**src/rtl/btn_pkg.sv**
```systemverilog
// Shared definitions for the button event generator: FSM state encodings and
// timing constants for silicon and for simulation.
package btn_pkg;

    localparam logic [1:0] ST_IDLE    = 2'd0;
    localparam logic [1:0] ST_PRESSED = 2'd1;
    localparam logic [1:0] ST_LONG    = 2'd2;

    typedef enum logic [1:0] {
        IDLE    = ST_IDLE,
        PRESSED = ST_PRESSED,
        LONG    = ST_LONG
    } btn_state_t;

    localparam int LONG_CYCLES_DEF   = 12_500_000;
    localparam int REPEAT_CYCLES_DEF = 2_500_000;

    localparam int LONG_CYCLES_SIM   = 8;
    localparam int REPEAT_CYCLES_SIM = 4;

endpackage

```
**src/rtl/btn_edge.sv**
```systemverilog
// Polarity normalisation and edge detection of the debounced button level.
// rise/fall are combinational against the registered level lvl_q.
module btn_edge
    import btn_pkg::*;
#(
    parameter bit ACTIVE_LOW = 1'b1
) (
    input  logic clk,
    input  logic rst,
    input  logic in,
    output logic rise,
    output logic fall
);

    logic lvl;
    logic lvl_q;

    assign lvl = in ^ ACTIVE_LOW;

    // lvl_q clears to released so an idle-level input never looks like a press
    always_ff @(posedge clk) begin
        if (rst) begin
            lvl_q <= 1'b0;
        end else begin
            lvl_q <= lvl;
        end
    end

    assign rise = lvl & ~lvl_q;
    assign fall = ~lvl & lvl_q;

endmodule

```
**src/rtl/btn_evt.sv**
```systemverilog
// Button event generator: turns a debounced level into registered single-cycle
// press/release/click/long-press/repeat pulses plus a registered held level.
module btn_evt
    import btn_pkg::*;
#(
    parameter bit ACTIVE_LOW    = 1'b1,
    parameter int CNT_W         = 24,
    parameter int LONG_CYCLES   = LONG_CYCLES_DEF,
    parameter int REPEAT_CYCLES = REPEAT_CYCLES_DEF
) (
    input  logic clk,
    input  logic rst,
    input  logic in,
    output logic held,
    output logic press,
    // release and repeat are reserved words, hence the _evt suffix
    output logic release_evt,
    output logic click,
    output logic long_press,
    output logic repeat_evt
);

    localparam logic [CNT_W-1:0] LONG_LAST   = CNT_W'(LONG_CYCLES - 1);
    localparam logic [CNT_W-1:0] REPEAT_LAST = CNT_W'(REPEAT_CYCLES - 1);
    localparam bit               REPEAT_EN   = (REPEAT_CYCLES != 0);

    logic rise;
    logic fall;

    btn_state_t       state_q, state_d;
    logic [CNT_W-1:0] cnt_q, cnt_d;

    logic held_d;
    logic press_d;
    logic release_d;
    logic click_d;
    logic long_d;
    logic repeat_d;

    btn_edge #(
        .ACTIVE_LOW (ACTIVE_LOW)
    ) u_edge (
        .clk  (clk),
        .rst  (rst),
        .in   (in),
        .rise (rise),
        .fall (fall)
    );

    // Release is tested first in every held state so it beats a threshold hit.
    always_comb begin
        state_d   = state_q;
        cnt_d     = cnt_q;
        press_d   = 1'b0;
        release_d = 1'b0;
        click_d   = 1'b0;
        long_d    = 1'b0;
        repeat_d  = 1'b0;

        unique case (state_q)
            IDLE: begin
                if (rise) begin
                    press_d = 1'b1;
                    cnt_d   = '0;
                    state_d = PRESSED;
                end
            end

            PRESSED: begin
                if (fall) begin
                    release_d = 1'b1;
                    click_d   = 1'b1;
                    state_d   = IDLE;
                end else if (cnt_q == LONG_LAST) begin
                    long_d  = 1'b1;
                    cnt_d   = '0;
                    state_d = LONG;
                end else begin
                    cnt_d = cnt_q + 1'b1;
                end
            end

            LONG: begin
                if (fall) begin
                    release_d = 1'b1;
                    state_d   = IDLE;
                end else if (REPEAT_EN && (cnt_q == REPEAT_LAST)) begin
                    repeat_d = 1'b1;
                    cnt_d    = '0;
                end else if (cnt_q != '1) begin
                    cnt_d = cnt_q + 1'b1;
                end
            end

            default: begin
                state_d = IDLE;
            end
        endcase

        held_d = (state_d != IDLE);
    end

    always_ff @(posedge clk) begin
        if (rst) begin
            state_q <= IDLE;
            cnt_q   <= '0;
        end else begin
            state_q <= state_d;
            cnt_q   <= cnt_d;
        end
    end

    // Output register stage: every event appears one edge after detection.
    always_ff @(posedge clk) begin
        if (rst) begin
            held        <= 1'b0;
            press       <= 1'b0;
            release_evt <= 1'b0;
            click       <= 1'b0;
            long_press  <= 1'b0;
            repeat_evt  <= 1'b0;
        end else begin
            held        <= held_d;
            press       <= press_d;
            release_evt <= release_d;
            click       <= click_d;
            long_press  <= long_d;
            repeat_evt  <= repeat_d;
        end
    end

endmodule

```
**config.mk**
```make
export PLATFORM = sky130hd
export DESIGN_NAME = btn_evt
export DESIGN_NICKNAME = d
export VERILOG_FILES = /design/src/rtl/btn_pkg.sv /design/src/rtl/btn_edge.sv /design/src/rtl/btn_evt.sv
export SDC_FILE = /design/constraint.sdc
export NUM_CORES = 1
export LEC_CHECK = 0
export BUFFER_PORTS_ARGS = -buffer_cell sky130_fd_sc_hd__clkbuf_2
export CAP_MARGIN = 20
export CORE_MARGIN = 3
export CORE_UTILIZATION = 30
export CTS_CLUSTER_DIAMETER = 40
export DETAILED_ROUTE_END_ITERATION = 6
export PLACE_DENSITY = 0.51
export SYNTH_ARGS = -nofsm -noshare
export SYNTH_HDL_FRONTEND = slang
export SYNTH_SLANG_ARGS = --single-unit
```
**constraint.sdc**
```tcl
create_clock -name clk -period 2.55 [get_ports clk]
set_input_delay 0.51 -clock clk [delete_from_list [all_inputs] [get_ports clk]]
set_output_delay 0.51 -clock clk [all_outputs]
set_load 0.005 [all_outputs]
```
# Word-level counts from Yosys, hierarchy flattened
# Cells that the tools add are included.
[word_totals] input_bits=3 out_inout_bits=6 ff_bits=33 elab_cells=53
[classes] muxes=16 n_reduce_logical=10 n_bitwise=8 n_addsub=1 eq_ne=9
[ops] cell="24-bit 2-to-1 mux" count=6
[ops] cell="24-bit one-hot mux with 3 select lines" count=1
[ops] cell="24-bit by 1-bit adder with 24-bit output (second input constant)" count=1
[ops] cell="24-bit by 22-bit == test with 1-bit output (second input constant)" count=1
[ops] cell="24-bit == test (second input constant)" count=1
[ops] cell="24-bit != test (second input constant)" count=1
[ops] cell="2-bit 2-to-1 mux" count=4
[ops] cell="2-bit OR reduction" count=4
[ops] cell="2-bit != test (second input constant)" count=3
[ops] cell="1-bit inverter" count=6
[ops] cell="2-bit one-hot mux with 3 select lines" count=1
[ops] cell="3-bit OR reduction" count=2
[ops] cell="5-bit AND reduction" count=1
[ops] cell="1-bit 2-to-1 mux" count=4
[ops] cell="3-bit != test (second input constant)" count=1
[ops] cell="3-bit nonzero test" count=1
[ops] cell="1-bit bitwise AND" count=2
[ops] cell="2-bit by 1-bit == test with 1-bit output (second input constant)" count=1
[ops] cell="2-bit == test (second input constant)" count=1
[ops] cell="2-bit logical NOT" count=1
[ops] cell="2-bit nonzero test" count=1

# Depth between registers and ports, before layout
# Gate-level depths: netlist of run 1.
[depth] word_depth=5 ltp_mapped=9 depth_no_buf=8

# Cells and area by module
# A second synthesis of run 1 with hierarchy kept.
[unflattened] hier_cells=222 hier_area_um2=1975.6
[modules_own_cells] mod="btn_evt" area_each_um2=1941.9 seq_area_each_um2=640.6 cells_per_inst=218 instances=1
[modules_own_cells] mod="btn_edge" area_each_um2=33.8 seq_area_each_um2=20.0 cells_per_inst=4 instances=1

# Worst setup path before layout of run 1
# Ideal clock, no wire load.
[synth_timing] path_kind="flip-flop to flip-flop" start="register cnt_q[0]" end="register cnt_q[4]" path_slack_ns=0.446 arrival_ns=1.988 setup_time_ns=0.117 path_stages_with_launch=8 t_required_ns=2.433 n_path_buf=0 synth_period_minus_slack_ns=2.104 cell_sequence="dfxtp_1 -> ha_1 -> and4_1 -> nand2_1 -> o31ai_2 -> a21oi_4 -> a21o_1 -> a22o_1"
[synth_between] elab_chain_cells=5 elab_cells_between_ends=12 cone_classes="1 x add/sub; 4 x eq/ne; 6 x mux; 1 x reduce/logical"
[synth_rtl] item="start: declaration" line="btn_evt.sv:31" rtl="logic [CNT_W-1:0] cnt_q, cnt_d;"
[synth_rtl] item="start signal: assignment" line="btn_evt.sv:109" rtl="cnt_q <= cnt_d;"
[synth_rtl] item="24-bit by 1-bit adder with 24-bit output" line="btn_evt.sv:79, btn_evt.sv:91"
[synth_rtl] item="24-bit 2-to-1 mux" line="btn_evt.sv:90" rtl="end else if (cnt_q != '1) begin"
[synth_rtl] item="24-bit 2-to-1 mux" line="btn_evt.sv:87" rtl="end else if (REPEAT_EN && (cnt_q == REPEAT_LAST)) begin"
[synth_rtl] item="24-bit 2-to-1 mux" line="btn_evt.sv:84" rtl="if (fall) begin"
[synth_rtl] item="24-bit one-hot mux with 3 select lines" line="btn_evt.sv:60" rtl="unique case (state_q)"
# Parallel ways exist; a longest one is shown, timed or not. The select of a mux whose other input is x is not followed.
# A chain may end at the register's enable or synchronous reset.

# Worst setup path in the final report of run 1
[layout_timing] start="register cnt_q[0]" end="register cnt_q[1]"
# Same word-level chain as after synthesis.

==> results of run 1 <==
[per-layer routing]
layer,up-vias,wire (um),global-route usage
met3,4,138,0.0324
met2,20,2000,0.208
met5,-,0,0
li1,871,-,-
met4,0,44,0.0351
met1,772,2270,0.184
[cells in the mapped netlist, types with 3 or more instances]
library cell / instances / area share
dfxtp_1: 33 / 0.36
a21oi_1: 21 / 0.057
nand2_1: 20 / 0.041
o21ai_0: 18 / 0.049
nand3_1: 17 / 0.046
inv_1: 16 / 0.033
or3_1: 14 / 0.048
nor2_1: 10 / 0.020
and3_1: 7 / 0.024
a211oi_1: 5 / 0.020
a21o_1: 5 / 0.020
ha_1: 5 / 0.034
and4_1: 4 / 0.019
clkbuf_1: 4 / 0.0082
nand4_1: 4 / 0.014
nor3_1: 4 / 0.011
o21ai_1: 4 / 0.011
a21boi_0: 3 / 0.012
nand2b_1: 3 / 0.010
[kinds of logic after synthesis]
| family | Yosys count | share of synthesized area |
|---|---|---|
| multiplexers | 1 | 0.00545 |
| flip-flops | 33 | 0.360 |
| AND/OR/NAND/NOR | 99 | 0.303 |
| buffers and inverters | 23 | 0.0525 |
| AO/OA/AOI/OAI | 67 | 0.245 |
| adder cells (fa/ha/maj) | 5 | 0.0341 |
[power by group]
part / switching (uW) / internal [uW] / total [uW]
registers: 4.17 / 522 / 526
clock network: 189 / 214 / 404
logic: 62.0 / 43.0 / 105
[path summary, 6_finish.rpt]
kind	end	slack, ps	start
worst min register to register	cnt_q[1]$_SDFFE_PP0P_	490	cnt_q[1]$_SDFFE_PP0P_
worst max register to register	cnt_q[1]$_SDFFE_PP0P_	220	cnt_q[0]$_SDFFE_PP0P_
worst max-delay path	cnt_q[1]$_SDFFE_PP0P_	220	cnt_q[0]$_SDFFE_PP0P_
worst min-delay path	u_edge.lvl_q$_SDFF_PP0_	490	in
[critical path: stages, from the launching register on]
cell	delay, ps
dfxtp_1	340
ha_1	260
and4_1	260
nand2_1	190
o31ai_2	90
buf_4	180
a21boi_0	480
o2111ai_1	260
a21oi_1	190
[placed cells by master (no fill, tap or decap), types with 2 or more instances in the layout]
cell      instances
dfxtp_1          33
a21oi_1          21
nand2_1          20
o21ai_0          18
nand3_1          17
inv_1            16
or3_1            14
nor2_1           10
buf_4            10
clkbuf_2          8
and3_1            7
clkbuf_8          6
a21o_1            5
a211oi_1          5
ha_1              5
and4_1            4
nand4_1           4
nor3_1            4
o21ai_1           4
nand2b_1          3
a21boi_0          3
nor4bb_1          2
nor3b_1           2
and2_1            2
or2_2             2
nor4_1            2
a22o_1            2
[state kept, by name, indices dropped and copies added, names as in the netlist]
register	cells
click	1
cnt_q	24
held	1
long_press	1
press	1
release_evt	1
repeat_evt	1
state_q	2
u_edge.lvl_q	1
[stage by stage]
step | hold slack (ps) | instances | util
finish | 489 | 319 | 0.370
global route | 496 | 319 | 0.370
CTS | 482 | 319 | 0.370
detailed placement | 485 | 312 | 0.355
global placement | 473 | 312 | 0.355
floorplan | 458 | 228 | -
[area by class of cell]
cell class | count | area [sq um] | area share
Clock buffer | 7 | 86.3 | 0.0409
Timing Repair Buffer | 19 | 135 | 0.0640
Tap cell | 72 | 90.1 | 0.0427
Multi-Input combinational cell | 172 | 1080 | 0.511
Sequential cell | 33 | 661 | 0.313
Inverter | 16 | 60.1 | 0.0285
==> results.toml, run 1 <==
[drt]
via_per_inst = 5.23
drt_pass1_iterations = 4
drt_iter0_drc = 90
dr_total_vias = 1667
wire_per_inst_um = 14.0
postRouteAntennaNets = 0
routed_wl_um = 4450
drc = 0

[sta]
setup_ws_ps = 221
slew_headroom = 0.617
hold_viol = 0
worst_slew_pin_slew_ps = 569
fin_crit_ps = 2330
post-route-period-util = 0.913
drv_slew = 0
rsz0062_at_grt = "no"
setup_viol = 0
finClkSkew_ps = 8.27
fmax_mhz = 429
final.setup.tns_ps = 0

[finish]
diodes = 0
fin_area_sq_um = 2110
layout-drive-gt1-share = 0.142
syn2layout_area_growth_pct = 15.0
fillers = 610
nets = 255

[worst_hold_path]
hold_depth = 2
hold_path_class = "input pin to flop"

[logic_synthesis]
syn_area_per_cell_sq_um = 8.05
syn_area_sq_um = 1840
yosysUniqueCellTypes = 43
ys_ff_latch = 33
synth_fp_nets = 236
synth_edf_count = 0
seq_area_frac_synth = 0.360
async_flop_share = 0
ys.flop_type = "dfxtp_1"
syn_inst = 228
yosys_warnings = 0

[global_route]
grt_max_degree = 21
grt_pass1_vias = 1530
grt.total_usage = 0.134
grt_pass1_wl_um = 7680
antenna_found_initial = 0
grt_overflow = 0

[critical_path]
arrival_ps = 2540
critPathRequiredTime_ps = 2760
reg2reg_depth = 8
crit_type = "flop to flop"
setup.worst_path.end_class = "flop"
crit_fanout = 7
critPathLaunchType = "flop"

[cts]
cts_sinks = 33
cts_root_buffer = "clkbuf_8"
cts_resized = 0
cts_setup_buffers = 0
cts.reportedPaths.clkPinSlew_ps = 60
cts_tree = "done"
clock_path_buffers = 2
cts-htree-levels = 2
holdBufCountCts = 0
clock_latency_ps = 290
cts_buffers = 5

[floorplanning]
fp.dieH_um = 84.2
placementRows = 27
die_w_um = 84.2
dieArea_sq_um = 7090
core_sq_um = 5710
start_util = 0.321
num_io_pins = 9

[place]
place_worst_setup_slack_ps = 234
postPlaceCellArea_sq_um = 2020
hpwl_um = 3270
gp_routability_congestion = 0.784
port_buffers = 8

[power]
p_leak_uw = 0.000713
finalPower_uw = 1030
powerDensity_nw_per_um2 = 490
ir_worst_vdd_mv = 0.232

[flow_run]
maxCapViolCount = 0

[outcome]
status = "finished, final reports clean"
No activity file was read; power rests on OpenSTA's default activity.
==> run 2: changes to the inputs <==
--- a/config.mk
+++ b/config.mk
@@ -11,7 +11,7 @@
 export CORE_UTILIZATION = 30
 export CTS_CLUSTER_DIAMETER = 40
 export DETAILED_ROUTE_END_ITERATION = 6
-export PLACE_DENSITY = 0.51
+export PLACE_DENSITY = 0.53
 export SYNTH_ARGS = -nofsm -noshare
 export SYNTH_HDL_FRONTEND = slang
 export SYNTH_SLANG_ARGS = --single-unit
==> results.toml, run 2 (synthesized netlist as in run 1, its figures left out) <==
[drt]
via_per_inst = 5.25
dr_total_vias = 1668
drc = 0
drt_pass1_iterations = 4
drt_iter0_drc = 107
wire_per_inst_um = 13.9
postRouteAntennaNets = 0
routed_wl_um = 4430

[global_route]
grt_pass1_wl_um = 7830
antenna_found_initial = 0
grt_pass1_vias = 1686
grt.total_usage = 0.134
grt_max_degree = 21
grt_overflow = 0

[critical_path]
crit_path_top_delay_cell = "a211o_2"
path_cells = "inv_1, ha_1, a21o_1, o22ai_1, o31ai_4, a211o_2, or3_1, o21ai_0"
rrSetupSlack_ps = 250
r2r_start = "state_q[0]$_SDFF_PP0_"
max_stage_delay_ps = 410
cp-startpoint = "state_q[0]$_SDFF_PP0_"
worst-path-buf-inv = 1
critPathCapture = "cnt_q[18]$_SDFFE_PP0P_"
r2r-end = "cnt_q[18]$_SDFFE_PP0P_"
critPathRequiredTime_ps = 2760
crit_family = "compound AO/OA/AOI/OAI gates"
crit_fanout = 13
critPathLaunchType = "flop"
setup.worst_path.end_class = "flop"
crit_type = "flop to flop"
cp_num_cells = 8
arrival_ps = 2520
reg2reg_depth = 8

[sta]
setup_viol = 0
finClkSkew_ps = 4.79
post-route-period-util = 0.904
final.setup.tns_ps = 0
fin_crit_ps = 2300
fmax_mhz = 434
rsz0062_at_grt = "no"
setup_ws_ps = 245
hold_viol = 0
slew_headroom = 0.658
worst_slew_pin_slew_ps = 508
drv_slew = 0

[floorplanning]
start_util = 0.321
dieArea_sq_um = 7090
core_sq_um = 5710
fp.dieH_um = 84.2
placementRows = 27
num_io_pins = 9
die_w_um = 84.2

[power]
ir_worst_vdd_mv = 0.144
p_leak_uw = 0.000700
powerDensity_nw_per_um2 = 485

[place]
gp_routability_congestion = 0.792
port_buffers = 8
place_worst_setup_slack_ps = 273
hpwl_um = 3290
place_inst = 310

[finish]
nets = 253
fillers = 593
largest_register_ffs = 24
syn2layout_area_growth_pct = 13.3
layout_common_cells = "33 x dfxtp_1, 21 x a21oi_1, 20 x nand2_1"
layout-drive-gt1-share = 0.138
layout_commonest_cell = "dfxtp_1"
reg_top3 = "cnt_q x24, state_q x2"
top_register = "cnt_q"
diodes = 0
final_cells = 318
utilization = 0.364

[cts]
holdBufCountCts = 0
clock_latency_ps = 290
cts_resized = 0
cts-htree-levels = 2
cts_buffers = 5
cts.reportedPaths.clkPinSlew_ps = 70
cts_sinks = 33
cts_tree = "done"
cts_root_buffer = "clkbuf_8"
clock_path_buffers = 2
cts_setup_buffers = 0

[worst_hold_path]
hold_path_class = "input pin to flop"

[flow_run]
maxCapViolCount = 0

[outcome]
status = "finished, final reports clean"
[run 2: changes by cell type in the layout (fill, tap and decap cells not counted), sizes merged]
cell	before	now
buf	11	9
clkinv	0	2
clkbuf	15	14
[run 2: cell type report]
class	instances	area (sq um)	share of cell area
multi-input cells	172	1080	0.519
flip-flops and latches	33	661	0.318
repair buffers	17	108	0.0517
well taps	72	90.1	0.0433
clock buffers	6	72.6	0.0349
inverters	16	60.1	0.0289
clock inverters	2	10.0	0.00481
[run 2: how the worst min path moves through the flow]
stage                                from                 endpoint  slack, ps  cells after the start
finish                                 in  u_edge.lvl_q$_SDFF_PP0_        490                      2
global route                           in  u_edge.lvl_q$_SDFF_PP0_        500                      2
CTS                                    in  u_edge.lvl_q$_SDFF_PP0_        490                      2
detailed placement  cnt_q[1]$_SDFFE_PP0P_    cnt_q[1]$_SDFFE_PP0P_        490                      2
global placement    cnt_q[1]$_SDFFE_PP0P_    cnt_q[1]$_SDFFE_PP0P_        480                      2
floorplan           cnt_q[1]$_SDFFE_PP0P_    cnt_q[1]$_SDFFE_PP0P_        460                      2
[run 2: where the power goes]
group,switching (uW),total [uW],internal [uW]
registers,4.56,526,522
logic,59.2,97.8,38.5
clock network,195,384,189
[run 2: routing by layer]
layer / share of wire / global-route usage
met3: 0.025 / 0.0314
met2: 0.45 / 0.216
met4: 0.012 / 0.0365
met1: 0.51 / 0.178
met5: 0 / 0
[run 2: per-stage QoR]
step | power (uW) | area (sq um) | hold slack [ps]
after floorplan | 611 | 1840 | 458
after global placement | 636 | 2000 | 478
after detailed placement | 636 | 2000 | 488
after CTS | 1020 | 2080 | 485
after global routing | 1060 | 2080 | 496
final | 1010 | 2080 | 489
==> run 3: changes to the inputs <==
--- a/config.mk
+++ b/config.mk
@@ -5,13 +5,15 @@
 export SDC_FILE = /design/constraint.sdc
 export NUM_CORES = 1
 export LEC_CHECK = 0
-export BUFFER_PORTS_ARGS = -buffer_cell sky130_fd_sc_hd__clkbuf_2
 export CAP_MARGIN = 20
 export CORE_MARGIN = 3
 export CORE_UTILIZATION = 30
+export CTS_BUF_LIST = sky130_fd_sc_hd__clkbuf_8 sky130_fd_sc_hd__clkbuf_16
 export CTS_CLUSTER_DIAMETER = 40
 export DETAILED_ROUTE_END_ITERATION = 6
-export PLACE_DENSITY = 0.53
+export DONT_BUFFER_PORTS = 1
+export PLACE_DENSITY = 0.52
+export SKIP_CTS_REPAIR_TIMING = 1
 export SYNTH_ARGS = -nofsm -noshare
 export SYNTH_HDL_FRONTEND = slang
 export SYNTH_SLANG_ARGS = --single-unit
==> results.toml, run 3 (synthesized netlist as in run 1, its figures left out) <==
[outcome]
status = "finished, final reports clean"

[worst_hold_path]
hold_path_class = "input pin to flop"
hold_depth = 1
hp-start = "rst"

[finish]
largest_register_ffs = 24
syn2layout_area_growth_pct = 13.0
layout_common_cells = "33 x dfxtp_1, 21 x a21oi_1, 20 x nand2_1"
nets = 247
reg_top3 = "cnt_q x24, state_q x2"
fillers = 574
diodes = 0
layout-drive-gt1-share = 0.121
layout_commonest_cell = "dfxtp_1"
top_register = "cnt_q"

[power]
powerDensity_nw_per_um2 = 512
seqPwrFrac = 0.496
ir_worst_vdd_mv = 0.199
p_comb_frac = 0.087
clockPowerShare = 0.417
p_leak_uw = 0.000683
p_int_uw = 803
netSwitchingFraction = 0.244
net-switching-power_uw = 259

[critical_path]
reg2reg_depth = 8
cp-startpoint = "state_q[0]$_SDFF_PP0_"
arrival_ps = 2530
crit_type = "flop to flop"
crit_fanout = 13
critPathLaunchType = "flop"
setup.worst_path.end_class = "flop"
r2r_start = "state_q[0]$_SDFF_PP0_"
critPathRequiredTime_ps = 2760

[floorplanning]
die_w_um = 84.2
core_sq_um = 5710
start_util = 0.321
dieArea_sq_um = 7090
fp.dieH_um = 84.2
num_io_pins = 9
placementRows = 27

[sta]
rsz0062_at_grt = "no"
setup_viol = 0
hold_viol = 0
finClkSkew_ps = 6.18
final.setup.tns_ps = 0
setup_ws_ps = 230
drv_slew = 0
fmax_mhz = 431
slew_headroom = 0.647
worst_slew_pin_slew_ps = 525
fin_crit_ps = 2320
post-route-period-util = 0.910

[place]
hpwl_um = 3340
port_buffers = 0
place_worst_setup_slack_ps = 266
gp_routability_congestion = 0.783

[drt]
postRouteAntennaNets = 0
drc = 0
via_per_inst = 5.36
drt_pass1_iterations = 4
routed_wl_um = 4530
dr_total_vias = 1672
wire_per_inst_um = 14.5
drt_iter0_drc = 116

[cts]
cts_tree = "done"
clock_path_buffers = 2
cts_buffers = 5
cts-htree-levels = 2
cts_sinks = 33
cts_root_buffer = "clkbuf_8"
cts.reportedPaths.clkPinSlew_ps = 70
clock_latency_ps = 290

[global_route]
grt.total_usage = 0.133
grt_overflow = 0
grt_max_degree = 14
antenna_found_initial = 0
grt_pass1_wl_um = 7720
grt_pass1_vias = 1566

[flow_run]
maxCapViolCount = 0
## run 3: cell types whose count changed in the layout (fill, tap and decap cells not counted)
cell	change
clkinv_2	-1
clkbuf_2	-8
buf_4	+2
clkbuf_8	+2
clkbuf_1	-1
## run 3: power groups by stage
stage / registers [uW] / clock network [uW] / logic (uW)
CTS: 527 / 460 / 91.8
global route: 528 / 481 / 103
detailed placement: 539 / 0 / 91.2
floorplan: 537 / 0 / 73.2
global placement: 539 / 0 / 91.1
finish: 527 / 443 / 92.0
## run 3: critical path, stage by stage, from the launching register on
cell and delay [ps]:
dfxtp_1 380, inv_1 100, ha_1 270, a21o_1 170
o22ai_1 270, o31ai_4 200, a211o_2 420, or3_1 370
o21ai_0 70
## run 3: area by class of cell
type,instances,area (sq um),share of cell area
sequential,33,661,0.319
timing repair buffer,11,82.6,0.0398
inverter,16,60.1,0.0290
tap,72,90.1,0.0435
clock inverter,1,5.00,0.00241
multi-input combinational,172,1080,0.520
clock buffer,7,96.3,0.0465
## run 3: final timing paths
check	end	slack (ps)
setup / recovery	cnt_q[11]$_SDFFE_PP0P_	230
hold / removal	u_edge.lvl_q$_SDFF_PP0_	280
setup reg to reg	cnt_q[11]$_SDFFE_PP0P_	230
hold reg to reg	cnt_q[1]$_SDFFE_PP0P_	480
## run 3: routing by layer
layer,vias to the layer above,share of wire,global-route usage
met4,0,0.016,0.0439
li1,856,-,-
met3,6,0.036,0.0294
met5,-,0,0
met2,33,0.45,0.208
met1,777,0.50,0.181
## run 3: per-stage QoR
step	util	cells	area, sq um	hold WS, ps	total power, uW
2_1_floorplan	-	228	1840	458	611
3_3_place_gp	0.345	304	1970	474	630
3_5_place_dp	0.345	304	1970	480	630
4_1_cts	0.363	312	2070	271	1080
5_1_grt	0.363	312	2070	267	1110
6_report	0.363	312	2070	280	1060
